**src/rtl/e_circ_lzf.sv**
```systemverilog
// e_circ_lzf: registered circular "left-most zero" finder.
// Scans x_i downward from bit pos_i-1, wraps from bit 0 to bit W-1, and ends at bit pos_i.
// The result is given as a one-hot vector, a binary index and a found flag.
// The combinational core is a flat priority search for W<=8.
// For larger W it is a RADIX_N-ary tree. The core result is registered once.
// Optional feature macro: E_CIRC_LZF_ASSERT_EN enables simulation-only checker assertions.

`ifdef E_CIRC_LZF_ASSERT_EN
module e_circ_lzf_chk #(
    parameter int W       = 32,
    parameter int RADIX_N = 4
) (
    input logic                 clk,
    input logic                 rst,
    input logic                 out_vld_o,
    input logic [W-1:0]         y_o,
    input logic [$clog2(W)-1:0] y_enc_o,
    input logic                 any_o
);
    if ((RADIX_N < 2) || (RADIX_N > 8) || (W < 2)) begin : g_bad_param
        $error("e_circ_lzf: illegal W/RADIX_N");
    end

    a_onehot : assert property (@(posedge clk) disable iff (rst)
        (out_vld_o && any_o) |-> ($onehot(y_o) && y_o[y_enc_o]));

    a_zero : assert property (@(posedge clk) disable iff (rst)
        (out_vld_o && !any_o) |-> (y_o == '0));
endmodule
`endif

module e_circ_lzf #(
    parameter int W       = 32,
    parameter int RADIX_N = 4
) (
    input  logic                 clk,
    input  logic                 rst,
    input  logic                 in_vld_i,
    input  logic [W-1:0]         x_i,
    input  logic [$clog2(W)-1:0] pos_i,
    output logic                 out_vld_o,
    output logic [W-1:0]         y_o,
    output logic [$clog2(W)-1:0] y_enc_o,
    output logic                 any_o
);
    localparam int CW = $clog2(W);

    // Number of tree levels needed so that RADIX_N**levels covers W leaves.
    function automatic int calc_levels(input int width, input int radix);
        int lv;
        longint span;
        lv   = 0;
        span = 64'sd1;
        while (span < longint'(width)) begin
            span = span * longint'(radix);
            lv   = lv + 1;
        end
        return lv;
    endfunction

    localparam int LVL = calc_levels(W, RADIX_N);
    localparam int NP  = RADIX_N ** LVL;

    typedef struct packed {
        logic          found;
        logic [CW-1:0] idx;
    } hit_t;

    // Highest set bit of z, where a set bit marks a free candidate.
    // A flat search is used for narrow vectors. Wider vectors use a tree whose
    // nodes forward the highest child that contains a candidate. Leaves past W
    // are padded as not-free.
    function automatic hit_t find_hi(input logic [W-1:0] z);
        hit_t          res;
        logic          lv_v [0:LVL][0:NP-1];
        logic [CW-1:0] lv_i [0:LVL][0:NP-1];
        int            nodes;
        res = '0;
        for (int l = 0; l <= LVL; l++) begin
            for (int k = 0; k < NP; k++) begin
                lv_v[l][k] = 1'b0;
                lv_i[l][k] = '0;
            end
        end
        if (W <= 8) begin
            for (int i = 0; i < W; i++) begin
                if (z[i]) begin
                    res.found = 1'b1;
                    res.idx   = CW'(i);
                end else begin
                    res = res;
                end
            end
        end else begin
            for (int k = 0; k < W; k++) begin
                lv_v[0][k] = z[k];
                lv_i[0][k] = CW'(k);
            end
            nodes = NP;
            for (int l = 0; l < LVL; l++) begin
                nodes = nodes / RADIX_N;
                for (int j = 0; j < nodes; j++) begin
                    for (int c = 0; c < RADIX_N; c++) begin
                        if (lv_v[l][j*RADIX_N+c]) begin
                            lv_v[l+1][j] = 1'b1;
                            lv_i[l+1][j] = lv_i[l][j*RADIX_N+c];
                        end else begin
                            lv_v[l+1][j] = lv_v[l+1][j];
                        end
                    end
                end
            end
            res.found = lv_v[LVL][0];
            res.idx   = lv_i[LVL][0];
        end
        return res;
    endfunction

    logic          pos_in_s;
    logic [W-1:0]  mask_a_s;
    hit_t          hit_a_s;
    hit_t          hit_b_s;
    hit_t          sel_s;
    logic [W-1:0]  y_nxt_s;

    // Circular search: try free bits below the pointer first, then fall back to all bits.
    // Out-of-range pointers leave mask A empty, which makes them behave like pointer 0.
    always_comb begin
        pos_in_s = ({1'b0, pos_i} < (CW+1)'(W));
        mask_a_s = '0;
        for (int i = 0; i < W; i++) begin
            mask_a_s[i] = pos_in_s && (CW'(i) < pos_i);
        end
        hit_a_s = find_hi(~x_i & mask_a_s);
        hit_b_s = find_hi(~x_i);
        if (hit_a_s.found) begin
            sel_s = hit_a_s;
        end else begin
            sel_s = hit_b_s;
        end
        if (sel_s.found) begin
            y_nxt_s = W'(1) << sel_s.idx;
        end else begin
            y_nxt_s = '0;
        end
    end

    // Output register: capture on valid samples, hold otherwise; reset clears everything.
    always_ff @(posedge clk) begin
        if (rst) begin
            out_vld_o <= 1'b0;
            y_o       <= '0;
            y_enc_o   <= '0;
            any_o     <= 1'b0;
        end else if (in_vld_i) begin
            out_vld_o <= 1'b1;
            y_o       <= y_nxt_s;
            y_enc_o   <= sel_s.found ? sel_s.idx : '0;
            any_o     <= sel_s.found;
        end else begin
            out_vld_o <= 1'b0;
        end
    end

`ifdef E_CIRC_LZF_ASSERT_EN
    e_circ_lzf_chk #(.W(W), .RADIX_N(RADIX_N)) u_chk (
        .clk       (clk),
        .rst       (rst),
        .out_vld_o (out_vld_o),
        .y_o       (y_o),
        .y_enc_o   (y_enc_o),
        .any_o     (any_o)
    );
`endif
endmodule

```
**config.mk**
```make
export PLATFORM = sky130hd
export DESIGN_NAME = e_circ_lzf
export DESIGN_NICKNAME = d
export VERILOG_FILES = /design/src/rtl/e_circ_lzf.sv
export SDC_FILE = /design/constraint.sdc
export NUM_CORES = 1
export LEC_CHECK = 0
export ABC_CLOCK_PERIOD_IN_PS = 5500
export CAP_MARGIN = 20
export CORE_MARGIN = 5
export CORE_UTILIZATION = 41
export DETAILED_ROUTE_END_ITERATION = 6
export HOLD_SLACK_MARGIN = 0.03
export PLACE_DENSITY = 0.67
export SLEW_MARGIN = 15
export SYNTH_ARGS = -nofsm -noshare
export SYNTH_HDL_FRONTEND = slang
export SYNTH_SLANG_ARGS = --single-unit
```
**constraint.sdc**
```tcl
create_clock -name clk -period 5.5 [get_ports clk]
set_input_delay 1.65 -clock clk [delete_from_list [all_inputs] [get_ports clk]]
set_output_delay 1.65 -clock clk [all_outputs]
set_load 0.01 [all_outputs]
```
==> results of run 1 <==
[kinds of logic (layout without fill, tap and decap cells)]
logic type / count (synthesis) / in the layout
AND/OR/NAND/NOR: 147 / 147
AO/OA/AOI/OAI: 137 / 137
flip-flops: 39 / 39
buffers and inverters: 32 / 104
multiplexers: 1 / 1
[power by group through the flow]
stage               sequential (uW)  combinational (uW)  clock [uW]
floorplan                       306                 158           0
global placement                302                 243           0
detailed placement              302                 245           0
CTS                             296                 246         240
global route                    297                 268         254
finish                          296                 249         236
[stage by stage]
step	util	cell area [sq um]	std cells
floorplan	-	2990	356
global placement	0.527	3780	518
detailed placement	0.528	3790	519
CTS	0.544	3900	527
global route	0.544	3900	527
finish	0.544	3900	527
[flip-flops by register name, indices dropped and copies added, names as in the netlist]
| name | count |
|---|---|
| out_vld_o | 1 |
| y_enc_o | 5 |
| y_o | 32 |
| any_o | 1 |
[layer usage]
| metal | up-vias | global-route usage |
|---|---|---|
| met3 | 10 | 0.0229 |
| li1 | 1538 | - |
| met5 | - | 0 |
| met4 | 0 | 0.0521 |
| met2 | 134 | 0.310 |
| met1 | 1460 | 0.284 |
[critical path, cell delays in order]
cell             delay, ps
clkdlybuf4s50_1        780
nand2_1                390
nor3_1                 120
a31oi_1                400
and4b_1                430
nand3_1                150
o211ai_2               560
nor2_1                 170
a32o_1                 290
[cells in the final DEF, fill, tap and decap left out, types with 5 or more instances in the layout]
master	Yosys	layout
dfxtp_1	39	39
or3_1	5	5
a211oi_1	5	5
inv_1	9	9
a32o_1	16	16
a31oi_1	7	7
nor2b_1	11	11
o21ai_0	12	12
o32ai_1	5	5
buf_4	6	8
a21oi_1	11	11
nand2b_1	15	15
nand2_1	41	41
clkdlybuf4s50_1	0	78
nand4_1	7	7
clkbuf_8	0	5
o31a_1	6	6
nor2_1	24	23
o31ai_1	7	7
o21ai_1	5	5
o211ai_1	6	6
nor3_1	7	7
nand3_1	5	5
[path summary, 6_finish.rpt]
check                                        startpoint                       to  slack [ps]
worst max-delay path                           pos_i[3]     y_o[13]$_SDFFE_PP0P_         750
worst max register to register  y_enc_o[1]$_SDFFE_PP0P_  y_enc_o[1]$_SDFFE_PP0P_        4810
worst min-delay path               y_o[18]$_SDFFE_PP0P_     y_o[18]$_SDFFE_PP0P_         460
worst min register to register     y_o[18]$_SDFFE_PP0P_     y_o[18]$_SDFFE_PP0P_         460
[layout make-up]
class / count / share of cell area
Clock buffer: 5 / 0.0176
Clock inverter: 3 / 0.0112
Inverter: 9 / 0.00865
Multi-Input combinational cell: 285 / 0.513
Sequential cell: 39 / 0.200
Tap cell: 99 / 0.0317
Timing Repair Buffer: 87 / 0.218
==> flow_summary.ini, run 1 <==
[floorplan]
die_h_um = 95.4
fp.dieW_um = 95.4
initial_core_util = 0.417
die-area_sq_um = 9110
core_sq_um = 7180
io_pins = 79
row_count = 31

[placed_design]
pre_cts_slack_ps = 533
port_buffers = 78
gp_congestion = 0.951
dp_hpwl_um = 7140

[timing]
whs_ps = 457
min_period_ps = 4750
fin_ws_ps = 746
slew_violations = 0
worst_pin_slew_ps = 715
finClkSkew_ps = 0
slew_headroom = 0.522
period_share = 0.864
tns_ps = 0
hold_violations = 0
finalSetupViolations = 0
rsz0062_at_grt = false
fmax_mhz = 210

[clocking]
post_cts_resized = 0
cts_root_buf = clkbuf_8
cts_tree = built
clockBufferDepth = 2
cts.sinks = 39
clk_pin_slew_ps = 70
insertion_delay_ps = 280
htreeDepth = 2
hold_buffers = 0
cts_setup_buffers = 0
cts_buffers = 5

[pwr]
p_sw_frac = 0.322
finalPower_uw = 780
power_density_nw_per_um2 = 200
pwr-share-clk = 0.302
leakage_uw = 0.00130
seq_power_share = 0.379
p_int_uw = 528
power_frac_comb = 0.319
ir_drop_v = 0.0000977
switchingPower_uw = 252

[route]
dr.pass1.iters = 5
met3_length_um = 613
drc = 0
vias = 3142
dr.max_layer_used = met4
wire_per_inst_um = 17.0
detail-route-antenna-nets = 0
wl_met2_um = 4070
first_iter_violations = 299
met1_length_um = 4170
via_per_inst = 5.96
drt_wl_total_um = 8960

[cells_and_area]
nets = 467
drive_above_1_share = 0.126
n_antenna_cell = 0
ff_latch_area_sq_um = 781
multi_input_area_sq_um = 2000
syn_to_final_growth_pct = 30.4
num-fill-cells = 692

[worst_setup_path]
critPathCaptureType = flip-flop
cp-start-kind = primary input
required_ps = 5680
crit_arrival_ps = 4940
reg2regPathDepth = 2
crit_type = in -> reg
cp_max_fo = 19

[run]
max_cap_viol_count = 0

[global_routing]
grt_pass1_wl_um = 14400
grtUsageTotal = 0.197
overflow = 0
grt_max_degree = 31
antenna_found_initial = 0
grt_pass1_vias = 2904

[yosys]
yosysMostFrequentCell = nand2_1
yosys_most_used_dff = dfxtp_1
synth_area_sq_um = 2990
synthMuxAreaShare = 0.00334
async_flop_share = 0
ys_seq_area_frac = 0.261
ys_types = 82
synth_edf_count = 0
synth-simple-area-share = 0.277
yosys-top-cells-area = dfxtp_1, a32o_1, nand2_1
syn_inst = 356
synth_compound_area_frac = 0.387
synth_area_per_cell_sq_um = 8.41
synthXorXnorAreaFrac = 0
synth_common_cells = nand2_1, dfxtp_1, nor2_1
yosys_register_bits = 39
synth_top_family_by_area = compound AO/OA/AOI/OAI gates
netlist.area_leader.share = 0.261
yosys.area_share.adder = 0
yosysWarnings = 0
yosys.area.top_type = dfxtp_1
synth_nets = 396

[run_status]
outcome = complete, no violations

[min_path]
hp-class = reg -> reg
hold_depth = 2
No activity file was read; power rests on OpenSTA's default activity.
==> run 2: changes to the inputs <==
--- a/config.mk
+++ b/config.mk
@@ -12,7 +12,7 @@
 export DETAILED_ROUTE_END_ITERATION = 6
 export HOLD_SLACK_MARGIN = 0.03
 export PLACE_DENSITY = 0.67
-export SLEW_MARGIN = 15
+export SLEW_MARGIN = 20
 export SYNTH_ARGS = -nofsm -noshare
 export SYNTH_HDL_FRONTEND = slang
 export SYNTH_SLANG_ARGS = --single-unit
==> run 2 against run 1 <==
  * Utilization fell by 0.35 points
  * Combinational power is essentially flat
  * Clock skew is the same
  * Fmax up 0.98%
  * Clock power fell by 19%
  * Register-to-register slack better by 20 ps
  * Cell count shrank 0.19%
  * Via count barely moved
  * Die area unchanged
  * Critical endpoint is now y_o[1]$_SDFFE_PP0P_
  * Largest cell class unchanged
  * Largest power group unchanged
==> flow_summary.ini, run 2 (synthesized netlist as in run 1, its figures left out) <==
[cells_and_area]
largest-register = y_o
nets = 467
syn_to_final_growth_pct = 29.6
n_antenna_cell = 0
largest_reg_flops = 32
num-fill-cells = 703
final_cell_mix = clkdlybuf4s50_1, nand2_1, dfxtp_1, nor2_1, a32o_1
final_common_cell = clkdlybuf4s50_1
top_regs = y_o x32, y_enc_o x5
drive_above_1_share = 0.124
final_design_area_no_fill_sq_um = 3880

[floorplan]
row_count = 31
io_pins = 79
die_h_um = 95.4
fp.dieW_um = 95.4
die-area_sq_um = 9110
core_sq_um = 7180
initial_core_util = 0.417

[timing]
finalSetupViolations = 0
tns_ps = 0
fin_ws_ps = 792
rsz0062_at_grt = false
period_share = 0.856
worst_pin_slew_ps = 708
hold_violations = 0
slew_violations = 0
whs_ps = 456
slew_headroom = 0.525
fmax_mhz = 212
finClkSkew_ps = 0
min_period_ps = 4710

[clocking]
post_cts_resized = 0
cts.sinks = 39
cts_setup_buffers = 0
cts_tree = built
clockBufferDepth = 2
insertion_delay_ps = 280
htreeDepth = 2
cts_root_buf = clkbuf_8
hold_buffers = 0
cts_buffers = 5
clk_pin_slew_ps = 70

[worst_setup_path]
cp_max_fo = 19
cp-start-kind = primary input
crit_arrival_ps = 4890
reg2reg_from = y_enc_o[0]$_SDFFE_PP0P_
reg2reg_slack_ps = 4830
crit_type = in -> reg
cp-startpoint = pos_i[3]
required_ps = 5680
critPathCaptureType = flip-flop

[global_routing]
grtUsageTotal = 0.201
grt_pass1_wl_um = 14500
antenna_found_initial = 0
grt_pass1_vias = 2914
grt_max_degree = 31
overflow = 0

[route]
detail-route-antenna-nets = 0
drc = 0
wire_per_inst_um = 17.4
dr.pass1.iters = 7
first_iter_violations = 300
drt_wl_total_um = 9140
via_per_inst = 5.98
vias = 3143

[run_status]
outcome = complete, no violations

[pwr]
power_density_nw_per_um2 = 189
finalPower_uw = 734
ir_drop_v = 0.0000926
leakage_uw = 0.00129

[placed_design]
pre_cts_slack_ps = 526
gp_congestion = 0.951
place_area_sq_um = 3790
port_buffers = 78
dp_hpwl_um = 7240

[run]
max_cap_viol_count = 0

[min_path]
hp-class = reg -> reg
min_from = y_o[0]$_SDFFE_PP0P_
[run 2: changes by cell type in the layout (fill, tap and decap cells not counted)]
cell and delta:
bufinv_16 -1, clkbuf_8 +1, clkinv_4 -1
[run 2: report_power, final]
group | total (uW) | switching [uW] | internal (uW)
clock network | 190 | 91.3 | 98.3
logic | 249 | 146 | 102
registers | 296 | 4.45 | 291
[run 2: through the flow]
stage	util	instances
after floorplan	-	356
after global placement	0.527	518
after detailed placement	0.528	519
after CTS	0.541	526
after global routing	0.541	526
final	0.541	526
[run 2: per-layer routing]
layer	track usage	part of all wire	routed length (um)	vias up
li1	-	-	-	1537
met1	0.287	0.46	4180	1456
met2	0.310	0.46	4180	134
met3	0.0308	0.072	656	16
met4	0.0616	0.014	129	0
met5	0	0	0	-
[run 2: layout make-up]
class | instances | area (sq um) | share of cell area
inverter | 9 | 33.8 | 0.00871
timing repair buffer | 87 | 852 | 0.220
clock buffer | 6 | 82.6 | 0.0213
clock inverter | 1 | 5.00 | 0.00129
multi-input combinational | 285 | 2000 | 0.516
sequential | 39 | 781 | 0.201
tap | 99 | 124 | 0.0319
[run 2: final timing paths]
kind | endpoint | cells past startpoint
hold / removal | y_o[0]$_SDFFE_PP0P_ | 2
setup reg to reg | y_enc_o[0]$_SDFFE_PP0P_ | 2
hold reg to reg | y_o[0]$_SDFFE_PP0P_ | 2
setup / recovery | y_o[1]$_SDFFE_PP0P_ | 9
[run 2: critical path, stage by stage]
cell	delay (ps)
clkdlybuf4s50_1	760
nand2_1	380
nor3_1	130
a31oi_1	370
and4b_1	420
nand3_1	150
o211ai_2	540
nor2b_1	180
a32o_1	300
==> run 3: changes to the inputs <==
--- a/config.mk
+++ b/config.mk
@@ -9,9 +9,10 @@
 export CAP_MARGIN = 20
 export CORE_MARGIN = 5
 export CORE_UTILIZATION = 41
+export CTS_BUF_LIST = sky130_fd_sc_hd__clkbuf_8 sky130_fd_sc_hd__clkbuf_16
 export DETAILED_ROUTE_END_ITERATION = 6
 export HOLD_SLACK_MARGIN = 0.03
-export PLACE_DENSITY = 0.67
+export PLACE_DENSITY_LB_ADDON = 0.15
 export SLEW_MARGIN = 20
 export SYNTH_ARGS = -nofsm -noshare
 export SYNTH_HDL_FRONTEND = slang
==> run 3 against run 2 <==
  * Critical endpoint is now y_o[25]$_SDFFE_PP0P_
  * First-iteration DRC count is 11% lower
  * Via count hardly changed
  * Sequential share of layout area is 0.23 points lower
  * Non-clock buffer count stayed put
==> flow_summary.ini, run 3 (synthesized netlist as in run 1, its figures left out) <==
[timing]
rsz0062_at_grt = false
finClkSkew_ps = 0
slew_violations = 0
worst_pin_slew_ps = 663
tns_ps = 0
whs_ps = 452
min_period_ps = 4810
finalSetupViolations = 0
period_share = 0.875
hold_violations = 0
fmax_mhz = 208
slew_headroom = 0.554

[global_routing]
grt_pass1_vias = 2938
antenna_found_initial = 0
grtUsageTotal = 0.202
grt_max_degree = 31
grt_pass1_wl_um = 14600
overflow = 0

[floorplan]
core_sq_um = 7180
row_count = 31
initial_core_util = 0.417
fp.dieW_um = 95.4
die-area_sq_um = 9110
die_h_um = 95.4
io_pins = 79

[worst_setup_path]
worst-path-stages = 10
critPathCaptureType = flip-flop
reg2reg_slack_ps = 4830
cpLargestDelayFamily = compound AO/OA/AOI/OAI gates
crit_arrival_ps = 5000
slowest_delay_ps = 610
cp-start-kind = primary input
crit_chain = clkdlybuf4s50_1, buf_4, o21ai_1, o22ai_1, a31oi_1, and4b_1, nand3_1, o211ai_2, nor2_1, a32o_1
path_buf_inv = 2
required_ps = 5690
reg2regPathDepth = 2
crit_path_top_delay_cell = clkdlybuf4s50_1
crit_type = in -> reg
cp_max_fo = 18

[run_status]
outcome = complete, no violations

[clocking]
clk_pin_slew_ps = 70
clockBufferDepth = 2
insertion_delay_ps = 290
cts_root_buf = clkbuf_8
hold_buffers = 0
htreeDepth = 2
cts_tree = built
cts.sinks = 39
post_cts_resized = 0
cts_buffers = 5
cts_setup_buffers = 0

[cells_and_area]
n_antenna_cell = 0
num-fill-cells = 703
largest_reg_flops = 32
nets = 467
top_regs = y_o x32, y_enc_o x5
largest-register = y_o
post-route-util = 0.547
final_common_cell = clkdlybuf4s50_1
final_cell_mix = clkdlybuf4s50_1, nand2_1, dfxtp_1, nor2_1, a32o_1
drive_above_1_share = 0.124
syn_to_final_growth_pct = 31.1

[route]
wire_per_inst_um = 17.5
drt_wl_total_um = 9210
detail-route-antenna-nets = 0
drc = 0
vias = 3144
first_iter_violations = 268
dr.pass1.iters = 5
via_per_inst = 5.97

[min_path]
hold_depth = 2
hp-class = reg -> reg

[pwr]
p_int_uw = 575
power_frac_comb = 0.305
p_sw_frac = 0.303
pwr-share-clk = 0.336
leakage_uw = 0.00131
ir_drop_v = 0.000117
switchingPower_uw = 250
power_density_nw_per_um2 = 210
seq_power_share = 0.359

[run]
max_cap_viol_count = 0

[placed_design]
gp_congestion = 0.962
dp_hpwl_um = 7170
port_buffers = 78
## run 3: cell count changes in the layout (fill, tap and decap cells not counted), sizes merged
cell,previous run,this run
clkinv,1,0
bufinv,0,2
clkbuf,6,5
inv,9,10
## run 3: per-layer routing
metal / up-vias / wire length [um] / global-route usage
met5: - / 0 / 0
met4: 0 / 159 / 0.0640
met3: 15 / 534 / 0.0410
met2: 103 / 4120 / 0.308
met1: 1494 / 4400 / 0.285
li1: 1532 / - / -
## run 3: path summary, 6_finish.rpt
path / from / end
max reg2reg: y_enc_o[1]$_SDFFE_PP0P_ / y_enc_o[1]$_SDFFE_PP0P_
min reg2reg: y_o[18]$_SDFFE_PP0P_ / y_o[18]$_SDFFE_PP0P_
min: y_o[18]$_SDFFE_PP0P_ / y_o[18]$_SDFFE_PP0P_
max: pos_i[0] / y_o[25]$_SDFFE_PP0P_
## run 3: per-stage QoR
step / total power, uW / setup slack [ps] / instance area [sq um] / instances
final: 825 / 687 / 3920 / 527
after global routing: 860 / 451 / 3920 / 527
after floorplan: 465 / 1770 / 2990 / 356
after CTS: 829 / 804 / 3920 / 527
after detailed placement: 550 / 491 / 3790 / 519
after global placement: 548 / 592 / 3780 / 518
## run 3: tightest hold or removal path: stages (launching register included)
cell and delay [ps]:
dfxtp_1 330, nand2_1 50, o31ai_1 50
## run 3: power groups by stage
stage          clock (uW)  combinational (uW)  sequential [uW]
3_3_place_gp            0                 246              303
6_report              277                 251              296
2_1_floorplan           0                 158              306
5_1_grt               292                 272              297
3_5_place_dp            0                 248              303
4_1_cts               284                 249              296
## run 3: final cells by class
type	instances	area (sq um)	area share
well taps	99	124	0.0316
flip-flops and latches	39	781	0.199
multi-input cells	285	2000	0.510
clock buffers	5	68.8	0.0175
inverters	9	33.8	0.00861
repair buffers	87	852	0.217
clock inverters	3	63.8	0.0163
==> edit: new RTL, flow settings as in run 3 <==
Add an input register stage for `in_vld_i`, `x_i` and `pos_i`, with the module's reset; this delays them by one clock.
--- a/src/rtl/e_circ_lzf.sv
+++ b/src/rtl/e_circ_lzf.sv
@@ -44,6 +44,22 @@
     output logic                 any_o
 );
     localparam int CW = $clog2(W);
+
+    logic in_vld_q;
+    logic [W-1:0] x_q;
+    logic [$clog2(W)-1:0] pos_q;
+
+    always_ff @(posedge clk) begin
+        if (rst) begin
+            in_vld_q <= '0;
+            x_q      <= '0;
+            pos_q    <= '0;
+        end else begin
+            in_vld_q <= in_vld_i;
+            x_q      <= x_i;
+            pos_q    <= pos_i;
+        end
+    end
 
     // Number of tree levels needed so that RADIX_N**levels covers W leaves.
     function automatic int calc_levels(input int width, input int radix);
@@ -126,13 +142,13 @@
     // Circular search: try free bits below the pointer first, then fall back to all bits.
     // Out-of-range pointers leave mask A empty, which makes them behave like pointer 0.
     always_comb begin
-        pos_in_s = ({1'b0, pos_i} < (CW+1)'(W));
+        pos_in_s = ({1'b0, pos_q} < (CW+1)'(W));
         mask_a_s = '0;
         for (int i = 0; i < W; i++) begin
-            mask_a_s[i] = pos_in_s && (CW'(i) < pos_i);
+            mask_a_s[i] = pos_in_s && (CW'(i) < pos_q);
         end
-        hit_a_s = find_hi(~x_i & mask_a_s);
-        hit_b_s = find_hi(~x_i);
+        hit_a_s = find_hi(~x_q & mask_a_s);
+        hit_b_s = find_hi(~x_q);
         if (hit_a_s.found) begin
             sel_s = hit_a_s;
         end else begin
@@ -152,7 +168,7 @@
             y_o       <= '0;
             y_enc_o   <= '0;
             any_o     <= 1'b0;
-        end else if (in_vld_i) begin
+        end else if (in_vld_q) begin
             out_vld_o <= 1'b1;
             y_o       <= y_nxt_s;
             y_enc_o   <= sel_s.found ? sel_s.idx : '0;
Behaviour: not the same (Yosys sat finds a counterexample within 4 cycles, from zero or initial values and one cycle with rst high).
==> edit against run 3 <==
Count of clock-buffer cells in the layout increased by 4; wire length increased by 8.2%; critical path depth fell by 2; final area up 20%; sequential cell count up 38; first-iteration DRC count decreased by 35%; global-route usage decreased by 1.7 points; worst setup slack improved by 1.3 ns; area after synthesis rose by 22%; total power grew 48%; critical endpoint is now y_o[24]; largest cell class unchanged; largest power group unchanged.
==> edit: results (changes against run 3) <==
[clock_network]
path_clk_slew_ns = 0.08
htreeDepth = 3  ; +1
clk_latency_ns = 0.35  ; +0.06 ns
cts_made_buffers = 9  ; +4

[synthesis]
synthArstFlopShare_pct = 0  ; unchanged
synth_commonest_cells = 77 x dfxtp_1, 51 x nand2_1, 41 x nor2b_1
synthXorXnorAreaFrac_pct = 0  ; unchanged
synthMuxAreaShare_pct = 0  ; -0.33 points
yosysUniqueCellTypes = 65  ; -21%
ys_seq_area_share_pct = 42.1  ; +16 points
synth-compound-area-share_pct = 27.3  ; -11 points
synthesis.nets = 473  ; +19%
postSynthAreaPerCell_um2 = 8.45  ; +0.47%
yosysWarningCount = 0  ; unchanged
synthTopCellsByArea = dfxtp_1 42%, nor2b_1 7.0%, nand2_1 5.2%

[layout]
layout-drive-gt1-share_pct = 6.29  ; -6.1 points
instances_no_fill = 617  ; +17%
final_nets = 544  ; +16%
reg.largest.list = x_q (32), y_o (32)
num_antenna_cells = 0  ; unchanged

[timing]
setup_tns_ns = 0  ; unchanged
whs_ns = 0.452  ; -0.000443 ns
slew_headroom_pct = 31.9  ; -23 points
layout_min_cycle_time_ns = 3.48  ; -1.33 ns
skew_ns = 0.00855  ; +0.00855 ns

[grt]
grt_max_degree = 34  ; +9.7%
grt_use_total_pct = 18.6  ; -1.7 points
grt.met2_usage_pct = 29.0  ; -1.8 points
grt_pass1_vias = 3402  ; +16%
use_met1_pct = 25.2  ; -3.3 points
grt_pass1_wl_mm = 16.8  ; +15%
gr-usage-met3_pct = 4.53  ; +0.43 points

[min_path]
worstHoldEndpoint = y_o[29]
hp-start = y_o[29]

[routing]
routed_wl_mm = 9.97  ; +8.2%
via_per_inst = 5.54  ; -7.1%
wl_met2_mm = 4.59  ; +12%
wl_met1_mm = 4.72  ; +7.2%
drt_iter0_markers = 173  ; -35%
top_layer_used = met4
met3_length_um = 522  ; -2.2%

[power]
ir_drop_v = 0.000176  ; +51%
leakage_nw = 1.60  ; +23%

[setup_path]
rrSetupSlack_ns = 2.02  ; -2.81 ns
cp-startpoint = pos_q[1]
cp_max_fo = 27  ; +9
cp_slowest_cell = dfxtp_1
worstSetupPathType = register to register
regToRegEndpoint = y_o[24]
arrival_ns = 3.73  ; -1.27 ns
r2r_cells = 8  ; +6
cpPeakStageDelay_ns = 1.00  ; +0.39 ns

[place]
place.gp.congestion = 0.885  ; -8.1%
placed_cells = 601  ; +16%
port-buffer-count = 78  ; unchanged
detailed_place_hpwl_mm = 7.39  ; +2.9%
dp_slack_ns = 1.95  ; +1.46 ns
place_area_um2 = 4500  ; +19%

[outcome]
status = complete, no violations

-- edit: changes by cell type after synthesis, moves of 6 or more --
cell | run 3 | this run
nor2_1 | 24 | 31
o21ai_0 | 12 | 25
buf_2 | 3 | 10
a32o_1 | 16 | 2
nor2b_1 | 11 | 41
dfxtp_1 | 39 | 77
o31a_1 | 6 | 0
nand2_1 | 41 | 51
a22o_1 | 1 | 10
inv_1 | 9 | 15
buf_6 | 9 | 2
a21oi_1 | 11 | 21
buf_4 | 6 | 0
-- edit: layout make-up --
| cell class | instances | area, µm² |
|---|---|---|
| fill | 856 | 4030 |
| timing repair buffer | 81 | 803 |
| clock inverter | 7 | 73.8 |
| sequential | 77 | 1540 |
| multi-input combinational | 320 | 1960 |
| clock buffer | 9 | 124 |
| inverter | 15 | 56.3 |
| tap | 108 | 135 |
-- edit: report_power, final --
part	internal, W	leakage (nW)	switching (W)
Sequential	0.000579	0.632	0.0000325
Combinational	0.0000907	0.878	0.0000925
Clock	0.000211	0.0937	0.000215
Total	0.000880	1.60	0.000340
